<file path="config.mk">
export PLATFORM = sky130hd
export DESIGN_NAME = function_g_sweeper
export DESIGN_NICKNAME = d
export VERILOG_FILES = /design/src/rtl/function_g_sweeper.sv
export SDC_FILE = /design/constraint.sdc
export NUM_CORES = 1
export LEC_CHECK = 0
export ABC_AREA = 1
export BUFFER_PORTS_ARGS = -buffer_cell sky130_fd_sc_hd__clkbuf_2
export CAP_MARGIN = 20
export CORE_ASPECT_RATIO = 1.25
export CORE_MARGIN = 1
export CORE_UTILIZATION = 40
export CTS_BUF_LIST = sky130_fd_sc_hd__clkbuf_8
export CTS_CLUSTER_DIAMETER = 120
export DETAILED_ROUTE_END_ITERATION = 8
export SYNTH_ARGS = -nofsm -noshare
export SYNTH_HDL_FRONTEND = slang
export SYNTH_SLANG_ARGS = --single-unit
</file>
<file path="constraint.sdc">
create_clock -name clk -period 2.91 [get_ports clk]
set_input_delay 0.582 -clock clk [delete_from_list [all_inputs] [get_ports clk]]
set_output_delay 0.582 -clock clk [all_outputs]
set_load 0.05 [all_outputs]
</file>
<file path="src/rtl/function_g_sweeper.sv">
// Test driver for the 2-bit function block: sweeps all 16 {A,B} operand pairs,
// waits a settle window per vector, captures g and checks it against a golden table.
module function_g_sweeper #(
  parameter int unsigned SETTLE_CYCLES = 4,
  parameter logic [15:0] EXPECTED      = 16'h0000
) (
  input  logic        clk,
  input  logic        rst_n,
  input  logic        start,
  input  logic        g_in,
  output logic [1:0]  A,
  output logic [1:0]  B,
  output logic        busy,
  output logic        done,
  output logic [15:0] truth_table,
  output logic [4:0]  ones_count,
  output logic        pass
);

  localparam int unsigned IDX_W  = 4;
  localparam int unsigned CNT_W  = 4;
  localparam int unsigned TT_W   = 16;
  localparam int unsigned ONES_W = 5;

  localparam logic [CNT_W-1:0] CNT_LAST = CNT_W'(SETTLE_CYCLES - 1);
  localparam logic [IDX_W-1:0] IDX_LAST = IDX_W'(TT_W - 1);

  typedef enum logic [1:0] {
    ST_IDLE,
    ST_SETTLE,
    ST_CAPTURE,
    ST_DONE
  } state_t;

  state_t            state, state_nxt;
  logic [IDX_W-1:0]  idx, idx_nxt;
  logic [CNT_W-1:0]  cnt, cnt_nxt;
  logic              busy_nxt, done_nxt, pass_nxt;
  logic [TT_W-1:0]   tt_nxt;
  logic [ONES_W-1:0] ones_nxt;

  // Operands are the vector index itself, no extra pipeline stage.
  assign A = idx[3:2];
  assign B = idx[1:0];

  // State and result registers.
  always_ff @(posedge clk or negedge rst_n) begin
    if (!rst_n) begin
      state       <= ST_IDLE;
      idx         <= '0;
      cnt         <= '0;
      busy        <= 1'b0;
      done        <= 1'b0;
      truth_table <= '0;
      ones_count  <= '0;
      pass        <= 1'b0;
    end else begin
      state       <= state_nxt;
      idx         <= idx_nxt;
      cnt         <= cnt_nxt;
      busy        <= busy_nxt;
      done        <= done_nxt;
      truth_table <= tt_nxt;
      ones_count  <= ones_nxt;
      pass        <= pass_nxt;
    end
  end

  // Next-state and next-output logic.
  always_comb begin
    state_nxt = state;
    idx_nxt   = idx;
    cnt_nxt   = cnt;
    busy_nxt  = busy;
    done_nxt  = 1'b0;
    tt_nxt    = truth_table;
    ones_nxt  = ones_count;
    pass_nxt  = pass;

    unique case (state)
      ST_IDLE: begin
        if (start) begin
          idx_nxt   = '0;
          cnt_nxt   = '0;
          tt_nxt    = '0;
          ones_nxt  = '0;
          pass_nxt  = 1'b0;
          busy_nxt  = 1'b1;
          state_nxt = ST_SETTLE;
        end
      end

      // g_in is deliberately not looked at while operands settle.
      ST_SETTLE: begin
        if (cnt == CNT_LAST) begin
          state_nxt = ST_CAPTURE;
        end else begin
          cnt_nxt = cnt + CNT_W'(1);
        end
      end

      ST_CAPTURE: begin
        tt_nxt[idx] = g_in;
        ones_nxt    = ones_count + ONES_W'(g_in);
        if (idx == IDX_LAST) begin
          // Verdict includes the bit captured on this edge, so pass is valid with done.
          busy_nxt  = 1'b0;
          done_nxt  = 1'b1;
          pass_nxt  = (tt_nxt == EXPECTED);
          state_nxt = ST_DONE;
        end else begin
          idx_nxt   = idx + IDX_W'(1);
          cnt_nxt   = '0;
          state_nxt = ST_SETTLE;
        end
      end

      ST_DONE: begin
        pass_nxt  = (truth_table == EXPECTED);
        state_nxt = ST_IDLE;
      end

      default: begin
        state_nxt = ST_IDLE;
      end
    endcase
  end

endmodule
</file>
==> reports/metrics.cfg <==
[sta]
setup_viol = 0
fmax_ghz = 0.5116
rsz0062_at_grt = false
final.setup.tns_ns = 0
hold_viol_final = 0
drv_slew = 0
min_period_over_period = 0.6717
slew_headroom = 0.4225
tightestPinTransition_ns = 0.8663
skew_ns = 0.003754
min_period_ns = 1.955

[logic_synthesis]
synth_area_sq_um = 1907
syn_area_per_cell_sq_um = 7.815
yosys.area_share.simple = 0.2815
synth_compound_area_frac = 0.1227
synth_nets = 256
yosys.area.top_type_share = 0.4462
synth_cell_type_count = 27
synthMuxAreaShare = 0
yosysTopAreaCell = dfrtp_1
async_flop_share = 1.000
ys_top_cells_by_area = dfrtp_1, nand2_1, nand3_1
synth-main-ff-cell = dfrtp_1
yosysMostFrequentCell = nand2_1
ys_ff_latch = 34
synth_xor_area_frac = 0.01378
netlist_instances = 244
synth_top_family_by_area = simple AND/OR/NAND/NOR gates
synth_fa_ha_area_frac = 0.05249
yosys_warnings = 0
synth_edf_count = 0
seq_area_frac_synth = 0.4462
synth_common_cells = nand2_1, dfrtp_1, inv_1

[die]
io_pins = 32
die_w_microns = 63.76
die_height_microns = 79.20
dieArea_sq_um = 5049
initial_utilization = 0.4244
rows = 27
coreArea_sq_um = 4493

[worst_setup_path]
r2r_start = idx[1]
arrival_ns = 1.37
crit_chain = clkbuf_2
crit_path_start_kind = flip-flop
cp_max_fo = 16
critical_path_class = flip-flop to primary output
cp.required_ns = 2.33
crit_family = flip-flops
slowest_stage = dfrtp_1
crit_start = idx[3]
critPathBufInv = 1
cpPeakStageDelay_ns = 0.71
worstSetupEndpointType = primary output

[grt]
grt_util_met1 = 0.2604
antenna_found_initial = 0
use_met3 = 0.03448
grt_pass1_wl_microns = 7824
busiest_layer = met2
first_global_vias = 1632
grt.total_usage = 0.2033
grt_max_degree = 35
met2_usage = 0.3426
gr-total-overflow = 0

[pwr]
power_leakage_nw = 1.103
power_density_nw_per_um2 = 817.6
peakVddDrop_mv = 0.4720
power_w = 0.001807

[clock_network]
htree_num_levels = 2
cts_setup_buffers = 0
clock_sinks = 34
path_clk_slew_ns = 0.07
clock-root-buffer = clkbuf_8
insertion_delay_ns = 0.28
cts_resized = 0
cts_tree = yes
cts_buffers = 5
ctsLongestPathBuffers = 2
cts_hold_buf = 0

[finish]
drive_above_1_share = 0.1942
final-seq-area_sq_um = 850.8
multi_input_area_sq_um = 897.1
fin_nets = 289
syn_to_final_growth_pct = 15.88
filler_cell_count = 454
n_antenna_cell = 0
finish.utilization = 0.4918

[outcome]
status = complete, no violations

[min_path]
hold_path.class = input port to asynchronous set/reset pin

[route]
first_pass_iters = 5
drc = 0
antenna_left = 0
wirelength_microns = 4684
vias = 1733
vias_per_cell = 5.158
avgRoutedWirePerCell_microns = 13.94
initialDrtViolationCount = 101

[place]
hpwl_microns = 3388
portBuffers = 31
gp_congestion = 0.8768

[flow_run]
maxCapViolCount = 0

layer usage:
layer	wire (microns)	share of wire
met1	2124	0.45
met2	2303	0.49
met3	194	0.041
met4	62	0.013
met5	0	0
logic make-up (layout without fill, tap and decap cells):
group,count (synthesis),after routing
XOR/XNOR,3,3
buffers and inverters,38,72
AND/OR/NAND/NOR,121,121
AO/OA/AOI/OAI,40,40
flip-flops,34,34
adder cells (fa/ha/maj),8,8
state kept, by name, indices dropped and copies added (netlist names):
| name | flops |
|---|---|
| ones_count | 5 |
| state | 2 |
| idx | 4 |
| pass | 1 |
| done | 1 |
| busy | 1 |
| cnt | 4 |
| truth_table | 16 |
path summary, 6_finish.rpt:
path / endpoint / slack (ns) / cells after the start
min: cnt[3] / 0.40 / 1
max reg2reg: pass / 1.14 / 10
max: A[1] / 0.96 / 1
min reg2reg: cnt[0] / 0.53 / 1
max in group asynchronous: truth_table[10] / 1.97 / 1
min in group clk: cnt[0] / 0.53 / 1
final cells by class:
class | instances | share of cell area
clock buffers | 8 | 0.04983
inverters | 33 | 0.05606
multi-input cells | 172 | 0.4060
flip-flops and latches | 34 | 0.3851
well taps | 58 | 0.03284
repair buffers | 31 | 0.07022
report_power, final:
group          internal (W)  total, W  switching [W]
sequential         0.000550  0.000651       0.000101
clock              0.000239  0.000413       0.000174
combinational      0.000205  0.000742       0.000537
total              0.000995   0.00181       0.000812
layout by cell type (no fill, tap or decap):
| cell | synthesis | final |
|---|---|---|
| nand2_1 | 62 | 62 |
| a21oi_2 | 1 | 1 |
| a21oi_1 | 3 | 3 |
| xnor2_1 | 1 | 1 |
| nor3b_1 | 1 | 1 |
| nand3_1 | 22 | 22 |
| a31oi_1 | 1 | 1 |
| nor3_1 | 4 | 4 |
| a2bb2oi_1 | 1 | 1 |
| clkbuf_2 | 0 | 31 |
| o22ai_1 | 4 | 4 |
| dfrtp_1 | 34 | 34 |
| o31ai_1 | 2 | 2 |
| clkbuf_8 | 0 | 8 |
| nor2_1 | 15 | 15 |
| o21ai_1 | 16 | 16 |
| inv_2 | 8 | 8 |
| nand4_1 | 11 | 11 |
| ha_1 | 8 | 8 |
| nor2_2 | 2 | 2 |
| inv_1 | 25 | 25 |
| xor2_1 | 2 | 2 |
| a22o_1 | 4 | 4 |
| nand2_2 | 3 | 3 |
| o21ai_0 | 8 | 8 |
| nand3_2 | 1 | 1 |
stage by stage:
step / setup slack [ns] / std cells / hold slack, ns / cell area (sq um)
after floorplan: 1.120 / 244 / 0.2864 / 1907
after global routing: 0.9014 / 336 / 0.4764 / 2210
final: 0.9553 / 336 / 0.3987 / 2210
after global placement: 1.126 / 328 / 0.5078 / 2100
after detailed placement: 1.055 / 328 / 0.5154 / 2100
after CTS: 0.9583 / 336 / 0.4349 / 2210
Power figures use the tool's default switching activity.
